[src/rtl/oled_frame_streamer.sv]
// SSD1306 frame sequencer: addressing preamble, then frame-buffer bytes,
// one byte per spi_tx start/done handshake with cs_n/dc ownership.
module oled_frame_streamer #(
  parameter int BitCount   = 8,
  parameter int PixelBytes = 1024,
  parameter int AddrWidth  = 10
) (
  input  logic                 sclk,
  input  logic                 reset_n,
  input  logic                 frame_start,
  output logic                 frame_busy,
  output logic                 frame_done,
  output logic [AddrWidth-1:0] fb_addr,
  output logic                 fb_rd,
  input  logic [BitCount-1:0]  fb_data,
  output logic [BitCount-1:0]  tx_data,
  output logic                 tx_start,
  input  logic                 tx_busy,
  input  logic                 tx_done,
  output logic                 dc,
  output logic                 cs_n
);

  typedef enum logic [2:0] {
    IDLE,
    CMD_SEND,
    CMD_WAIT,
    PIX_FETCH,
    PIX_SEND,
    PIX_WAIT,
    FINISH
  } state_t;

  localparam logic [AddrWidth-1:0] LastAddr =
    AddrWidth'(PixelBytes - 1);
  localparam logic [2:0] LastCmd = 3'd5;

  state_t              state;
  logic [2:0]          idx;
  logic [BitCount-1:0] tx_q;

  function automatic logic [BitCount-1:0] rom(
    input logic [2:0] i
  );
    logic [BitCount-1:0] b;
    b = '0;
    unique case (i)
      3'd0:    b = BitCount'(8'h21);
      3'd1:    b = BitCount'(8'h00);
      3'd2:    b = BitCount'(8'h7F);
      3'd3:    b = BitCount'(8'h22);
      3'd4:    b = BitCount'(8'h00);
      3'd5:    b = BitCount'(8'h07);
      default: b = '0;
    endcase
    return b;
  endfunction

  // Read data arrives during PIX_SEND, so present it directly that cycle.
  assign tx_data = (state == PIX_SEND) ? fb_data : tx_q;

  always_ff @(posedge sclk or negedge reset_n) begin
    if (!reset_n) begin
      state      <= IDLE;
      idx        <= '0;
      tx_q       <= '0;
      tx_start   <= 1'b0;
      fb_rd      <= 1'b0;
      fb_addr    <= '0;
      frame_busy <= 1'b0;
      frame_done <= 1'b0;
      dc         <= 1'b0;
      cs_n       <= 1'b1;
    end else begin
      tx_start   <= 1'b0;
      fb_rd      <= 1'b0;
      frame_done <= 1'b0;
      unique case (state)
        IDLE: begin
          if (frame_start && !tx_busy) begin
            state      <= CMD_SEND;
            idx        <= '0;
            cs_n       <= 1'b0;
            dc         <= 1'b0;
            frame_busy <= 1'b1;
            tx_start   <= 1'b1;
            tx_q       <= rom(3'd0);
          end
        end
        CMD_SEND: state <= CMD_WAIT;
        CMD_WAIT: begin
          if (tx_done) begin
            if (idx == LastCmd) begin
              fb_addr <= '0;
              fb_rd   <= 1'b1;
              state   <= PIX_FETCH;
            end else begin
              idx      <= idx + 3'd1;
              tx_start <= 1'b1;
              tx_q     <= rom(idx + 3'd1);
              state    <= CMD_SEND;
            end
          end
        end
        PIX_FETCH: begin
          dc       <= 1'b1;
          tx_start <= 1'b1;
          state    <= PIX_SEND;
        end
        PIX_SEND: begin
          tx_q  <= fb_data;
          state <= PIX_WAIT;
        end
        PIX_WAIT: begin
          if (tx_done) begin
            if (fb_addr != LastAddr) begin
              fb_addr <= fb_addr + 1'b1;
              fb_rd   <= 1'b1;
              state   <= PIX_FETCH;
            end else begin
              frame_done <= 1'b1;
              state      <= FINISH;
            end
          end
        end
        FINISH: begin
          cs_n       <= 1'b1;
          dc         <= 1'b0;
          fb_addr    <= '0;
          frame_busy <= 1'b0;
          state      <= IDLE;
        end
        default: state <= IDLE;
      endcase
    end
  end

endmodule

[config.mk]
export PLATFORM = sky130hd
export DESIGN_NAME = oled_frame_streamer
export DESIGN_NICKNAME = d
export VERILOG_FILES = /design/src/rtl/oled_frame_streamer.sv
export SDC_FILE = /design/constraint.sdc
export NUM_CORES = 1
export LEC_CHECK = 0
export BUFFER_PORTS_ARGS = -buffer_cell sky130_fd_sc_hd__buf_2
export CELL_PAD_IN_SITES_DETAIL_PLACEMENT = 1
export CELL_PAD_IN_SITES_GLOBAL_PLACEMENT = 1
export CORE_MARGIN = 4
export CORE_UTILIZATION = 35
export DETAILED_ROUTE_END_ITERATION = 16
export GPL_TIMING_DRIVEN = 0
export HOLD_SLACK_MARGIN = 0.08
export PLACE_DENSITY = 0.73
export SLEW_MARGIN = 10
export SYNTH_ARGS = -nofsm -noshare
export SYNTH_HDL_FRONTEND = slang
export SYNTH_SLANG_ARGS = --single-unit
[constraint.sdc]
create_clock -name sclk -period 6.05 [get_ports sclk]
set_input_delay 0.9075 -clock sclk [delete_from_list [all_inputs] [get_ports sclk]]
set_output_delay 0.9075 -clock sclk [all_outputs]
set_load 0.005 [all_outputs]
==> results of run 1 <==
worst paths after layout:
| path | to | slack (ps) | depth (start not counted) |
|---|---|---|---|
| worst min-delay path | tx_q[2] | 490 | 1 |
| worst max-delay path | tx_data[3] | 3000 | 6 |
| worst min register to register | tx_q[2] | 490 | 1 |
| max in group asynchronous | tx_q[7] | 4920 | 1 |
| min in group asynchronous | frame_busy | 670 | 1 |
| worst max register to register | tx_q[2] | 3910 | 7 |
layout by cell type (no fill, tap or decap), types with 4 or more instances in the layout:
cell type / count
a21oi_1: 20
a22o_1: 4
buf_2: 39
clkbuf_1: 7
clkbuf_8: 5
dfrtp_1: 29
ha_1: 6
inv_1: 11
mux2i_1: 8
nand2_1: 34
nand3_1: 5
nor2_1: 7
nor3_1: 6
nor4_1: 4
o21ai_0: 14
o31ai_1: 4
or4_1: 5
report_power, final:
group | switching [uW] | leakage [uW] | internal (uW) | total, uW
Combinational | 243 | 0.000596 | 185 | 428
Sequential | 37.2 | 0.000392 | 256 | 293
Clock | 73.8 | 0.0000395 | 81.6 | 155
Total | 354 | 0.00103 | 522 | 876
logic make-up after synthesis:
kind of cell,after synthesis,synth area share (%)
flops,30,40.3
mux,13,7.32
simple gates,81,22.9
fa+ha+maj,6,4.03
xor+xnor,1,0.470
compound gates,54,18.7
buf+inv,23,6.31
through the flow:
step	cell area [sq um]	util, %	std cells
after floorplan	1860	-	208
after global placement	2130	41.4	313
after detailed placement	2130	41.4	313
after CTS	2210	42.9	321
after global routing	2210	42.9	321
final	2210	42.9	321
worst register-to-register path, stage by stage, from the launching register on:
cell and delay (ps):
dfrtp_1 440, inv_1 100, ha_1 290, a21boi_2 240, a21oi_1 90, or3_1 340, buf_2 200, mux2_1 320
registers in the layout, summed over array words and instances (netlist names):
signal and flops:
tx_start 1, cs_n 1, dc 1, fb_rd 1, tx_q 8, idx 3, state 3, fb_addr 10
frame_busy 1, frame_done 1
cell type report:
| class | instances | share of cell area, % |
|---|---|---|
| multi-input combinational | 155 | 45.1 |
| buffer | 12 | 3.46 |
| tap | 70 | 3.97 |
| sequential | 30 | 34.1 |
| inverter | 11 | 1.87 |
| clock buffer | 8 | 3.63 |
| timing repair buffer | 35 | 7.94 |
per-layer routing:
layer / up-vias / wire [microns] / share of wire [%]
met5: - / 0 / 0
met1: 809 / 2360 / 50
met2: 26 / 2080 / 44
met3: 5 / 199 / 4.2
met4: 0 / 74 / 1.6
li1: 826 / - / -
==> impl_metrics.csv, run 1 <==
group,metric,value,unit
floorplan,dieArea,6560,sq um
yosys,synth_common_cells,"nand2_1, dfrtp_1, a21oi_1",
yosys,syn-instance-count,208,
global_route,grt_pass1_vias,1710,
routing,drc_errors,0,
pwr,p_leak,0.00103,uW
global_route,use_met2,25.6,%
clocking,h-tree-depth,2,
place,place.gp.congestion,0.771,
floorplan,pin_count,37,
finish,nets,269,
yosys,ys_seq_area_share,40.3,%
floorplan,dieHeight,81.0,microns
yosys,synthArstFlopShare,100,%
sta,whs,492,ps
routing,routed_wl,4.71,mm
critical_path,crit_fanout,10,
routing,vias,1666,
sta,fmaxAchievable,328,MHz
sta,setup_viol,0,
yosys,synth_area,1860,sq um
critical_path,crit_start,"state[2]",
critical_path,critical_path.max_stage_delay,460,ps
sta,fin_crit_sh,50.3,%
routing,routed_via_density,5.19,
clocking,numCtsBuffers,5,
sta,rsz0062_at_grt,"no",
min_path,holdCritStartpoint,"tx_q[2]",
floorplan,num_rows,26,
finish,antenna_cells,0,
critical_path,slowest_stage,"dfrtp_1",
clocking,post_cts.repair.setup_buffers,0,
critical_path,crit_family,"buffers and inverters",
yosys,synth_nets,227,
place,dp_slack,3300,ps
sta,fin_ws,3000,ps
global_route,grt.overflow.total,0,
yosys,synth-edff-count,0,
sta,tightestPinTransition,702,ps
sta,fin_setup_tns,0,ps
outcome,status,"complete, no violations",
critical_path,worst_setup_path_start_kind,"register",
yosys,ys_types,47,
critical_path,cp-end-kind,"output port",
yosys,yosysTopAreaCellShare,38.9,%
finish,regArea,752,sq um
critical_path,cp_cell_sequence,"buf_2 -> nor3b_2 -> clkbuf_1 -> nand2_1 -> o21ai_0 -> buf_2",
global_route,grt_util_all_layers,16.2,%
sta,maxSlewViolCount,0,
routing,drt_iter0_markers,78,
critical_path,path_class,"reg -> out",
critical_path,critPathRequiredTime,5140,ps
place,port_buffers,35,
yosys,synth-seq-cells,30,
critical_path,cp_data_arrival_time,2140,ps
global_route,grt_max_degree,31,
yosys,yosysMostFrequentCell,"nand2_1",
finish,area_growth,18.4,%
yosys,synth.area.top_cells,"dfrtp_1, nand2_1, a21oi_1",
global_route,busiest_layer,"met2",
yosys,yosysTopAreaCell,"dfrtp_1",
floorplan,die_w,81.0,microns
clocking,cts_hold_buf,0,
finish,drive_gt1_share,23.9,%
clocking,cts_root_buf,"clkbuf_8",
global_route,use_met1,21.4,%
routing,firstDrtPassIters,4,
critical_path,r2r_start,"idx[1]",
floorplan,start_util,36.3,%
pwr,cellPowerDensity,397,nW/um^2
clocking,cts.sinks,30,
yosys,yosys_most_used_dff,"dfrtp_1",
min_path,hold_path_class,"reg -> reg",
global_route,antenna_found_initial,0,
critical_path,crit_top_cell,"buf_2",
clocking,cts_buffer_depth,2,
sta,finalWorstPathRequiredPeriod,3050,ps
clocking,cts_tree,"done",
job,drv_cap,0,
pwr,vdd_drop_max,0.000153,V
routing,ant_nets,0,
sta,hold_violations,0,
clocking,cts_resized,0,
place,post-dp-hpwl,3.38,mm
floorplan,coreArea,5140,sq um
global_route,met3_usage,3.88,%
yosys,yosys_warnings,0,
clocking,cts.clk_slew.worst_paths,60,ps
finish,multi_input_area,995,sq um
sta,finClkSkew,9.78,ps
pwr,p_total,876,uW
clocking,clock_latency,280,ps
yosys,syn_avg_cell_area,8.96,sq um
finish,fillers,665,
sta,max_slew_margin,53.2,%
critical_path,path_buf_inv,3,
global_route,grt_pass1_wl,8.20,mm
routing,wl_per_cell,14.7,microns
(Power assumes the default switching activity.)
==> run 2: changes to the inputs <==
--- a/config.mk
+++ b/config.mk
@@ -5,6 +5,7 @@
 export SDC_FILE = /design/constraint.sdc
 export NUM_CORES = 1
 export LEC_CHECK = 0
+export ABC_AREA = 1
 export BUFFER_PORTS_ARGS = -buffer_cell sky130_fd_sc_hd__buf_2
 export CELL_PAD_IN_SITES_DETAIL_PLACEMENT = 1
 export CELL_PAD_IN_SITES_GLOBAL_PLACEMENT = 1
@@ -13,7 +14,7 @@
 export DETAILED_ROUTE_END_ITERATION = 16
 export GPL_TIMING_DRIVEN = 0
 export HOLD_SLACK_MARGIN = 0.08
-export PLACE_DENSITY = 0.73
+export PLACE_DENSITY = 0.78
 export SLEW_MARGIN = 10
 export SYNTH_ARGS = -nofsm -noshare
 export SYNTH_HDL_FRONTEND = slang
==> constraint.sdc (replaced) <==
create_clock -name sclk -period 2.5 [get_ports sclk]
set_input_delay 0.375 -clock sclk [delete_from_list [all_inputs] [get_ports sclk]]
set_output_delay 0.375 -clock sclk [all_outputs]
set_load 0.005 [all_outputs]
==> run 2 against run 1 <==
Synthesized cell count is 26% higher. Core utilization fell by 0.44 points. Routed wire length fell by 0.15%.
==> impl_metrics.csv, run 2 <==
group,metric,value,unit
outcome,status,"complete, no violations",
clocking,post_cts.repair.setup_buffers,0,
floorplan,die_w,83.1,microns
yosys,yosysTopAreaCell,"dfrtp_1",
floorplan,start_util,36.1,%
sta,tightestPinTransition,705,ps
clocking,h-tree-depth,2,
floorplan,dieHeight,83.1,microns
yosys,syn_avg_cell_area,7.53,sq um
yosys,synth_area,1970,sq um
clocking,cts_resized,0,
global_route,grt_pass1_vias,1867,
sta,hold_violations,0,
critical_path,critPathRequiredTime,2120,ps
floorplan,dieArea,6900,sq um
global_route,grt_pass1_wl,8.68,mm
finish,regMostFlops,"fb_addr",
yosys,syn-instance-count,262,
sta,fin_setup_tns,0,ps
finish,area_growth,17.9,%
finish,nets,324,
critical_path,worst_setup_path_start_kind,"register",
routing,drc_errors,0,
yosys,yosysTopAreaCellShare,36.8,%
sta,finClkSkew,7.95,ps
yosys,yosys_most_used_dff,"dfrtp_1",
routing,routed_wl,4.70,mm
floorplan,num_rows,27,
global_route,grt.overflow.total,0,
job,drv_cap,0,
global_route,grt_util_all_layers,15.1,%
pwr,cellPowerDensity,932,nW/um^2
routing,wl_per_cell,12.5,microns
routing,vias,1796,
sta,max_slew_margin,53.0,%
yosys,synthArstFlopShare,100,%
yosys,synth-edff-count,0,
finish,drive_gt1_share,27.3,%
place,post-dp-hpwl,3.64,mm
sta,fin_crit_sh,84.1,%
global_route,antenna_found_initial,0,
routing,drt_iter0_markers,46,
yosys,ys_types,32,
finish,largest_register_ffs,10,
yosys,synth-seq-cells,30,
clocking,cts_buffer_depth,2,
pwr,vdd_drop_max,0.000449,V
floorplan,pin_count,37,
clocking,cts_tree,"done",
place,port_buffers,36,
yosys,ys_seq_area_share,38.1,%
sta,rsz0062_at_grt,"no",
pwr,p_leak,0.00131,uW
yosys,yosysMostFrequentCell,"nand2_1",
global_route,grt_max_degree,31,
clocking,cts_hold_buf,0,
clocking,clock_latency,280,ps
yosys,synth.area.top_cells,"dfrtp_1, nand2_1, inv_1",
place,dp_slack,700,ps
critical_path,crit_fanout,10,
routing,firstDrtPassIters,4,
sta,fmaxAchievable,476,MHz
pwr,p_total,2170,uW
yosys,synth_common_cells,"nand2_1, dfrtp_1, inv_1",
place,place.gp.congestion,0.802,
sta,finalWorstPathRequiredPeriod,2100,ps
critical_path,cp-end-kind,"output port",
sta,setup_viol,0,
sta,fin_ws,398,ps
finish,layout_common_cells,"nand2_1, buf_2, dfrtp_1, inv_1, nor2_1",
routing,ant_nets,0,
clocking,cts.sinks,30,
yosys,yosys_warnings,0,
critical_path,cp_data_arrival_time,1730,ps
critical_path,path_class,"reg -> out",
floorplan,coreArea,5470,sq um
finish,final_common_cell,"nand2_1",
routing,routed_via_density,4.78,
finish,reg_top3,"fb_addr x10, tx_q x8",
clocking,cts_root_buf,"clkbuf_8",
yosys,synth_nets,281,
min_path,hold_path_class,"in -> async",
sta,maxSlewViolCount,0,
clocking,numCtsBuffers,5,
clocking,cts.clk_slew.worst_paths,70,ps
finish,antenna_cells,0,
-- run 2: worst paths after layout --
path / slack (ps) / cells past startpoint / from / endpoint
setup / recovery: 400 / 7 / state[0] / tx_data[0]
hold / removal: 150 / 1 / reset_n / frame_done
setup reg to reg: 810 / 10 / idx[1] / fb_addr[5]
hold reg to reg: 460 / 2 / cs_n / cs_n
max in group asynchronous: 1900 / 1 / reset_n / state[1]
min in group sclk: 340 / 3 / fb_data[7] / tx_q[7]
-- run 2: kinds of logic (layout without fill, tap and decap cells) --
family | Yosys count | count (layout) | synth area share [%]
AOI/OAI and AO/OA | 25 | 25 | 7.80
adders and majority gates | 6 | 6 | 3.80
and+or+nand+nor | 163 | 163 | 40.3
xor gates and xnor gates | 3 | 3 | 1.33
DFF | 30 | 30 | 38.1
buffers and inverters | 35 | 77 | 8.62
-- run 2: critical path, stage by stage, from the launching register on --
cell and delay [ps]:
dfrtp_1 530, inv_2 110, nand3_1 140, buf_2 220, buf_4 200, nand2_1 60
nand2_1 70, buf_2 110
-- run 2: cell type report --
class	count	area, sq um
fillers	712	3150
multi-input cells	197	1050
flip-flops and latches	30	752
repair buffers	36	180
inverters	31	118
well taps	72	90.1
clock buffers	6	82.6
plain buffers	4	52.6
-- run 2: power breakdown --
part	internal (uW)	switching, uW
Sequential	613	103
Clock	212	177
Combinational	408	655
Total	1230	936
-- run 2: through the flow --
step,util [%],cells,hold slack [ps],cell area [sq um]
finish,42.5,376,149,2330
global route,42.5,376,201,2330
CTS,42.5,376,172,2330
detailed placement,41.0,370,456,2240
global placement,41.0,370,451,2240
floorplan,-,262,79.4,1970
-- run 2: per-layer routing --
layer	wire length (microns)	vias up	GRT usage, %
met1	2350	860	20.0
met4	57	0	3.57
met5	0	-	0
met3	170	7	4.17
met2	2120	25	24.5
li1	-	904	-
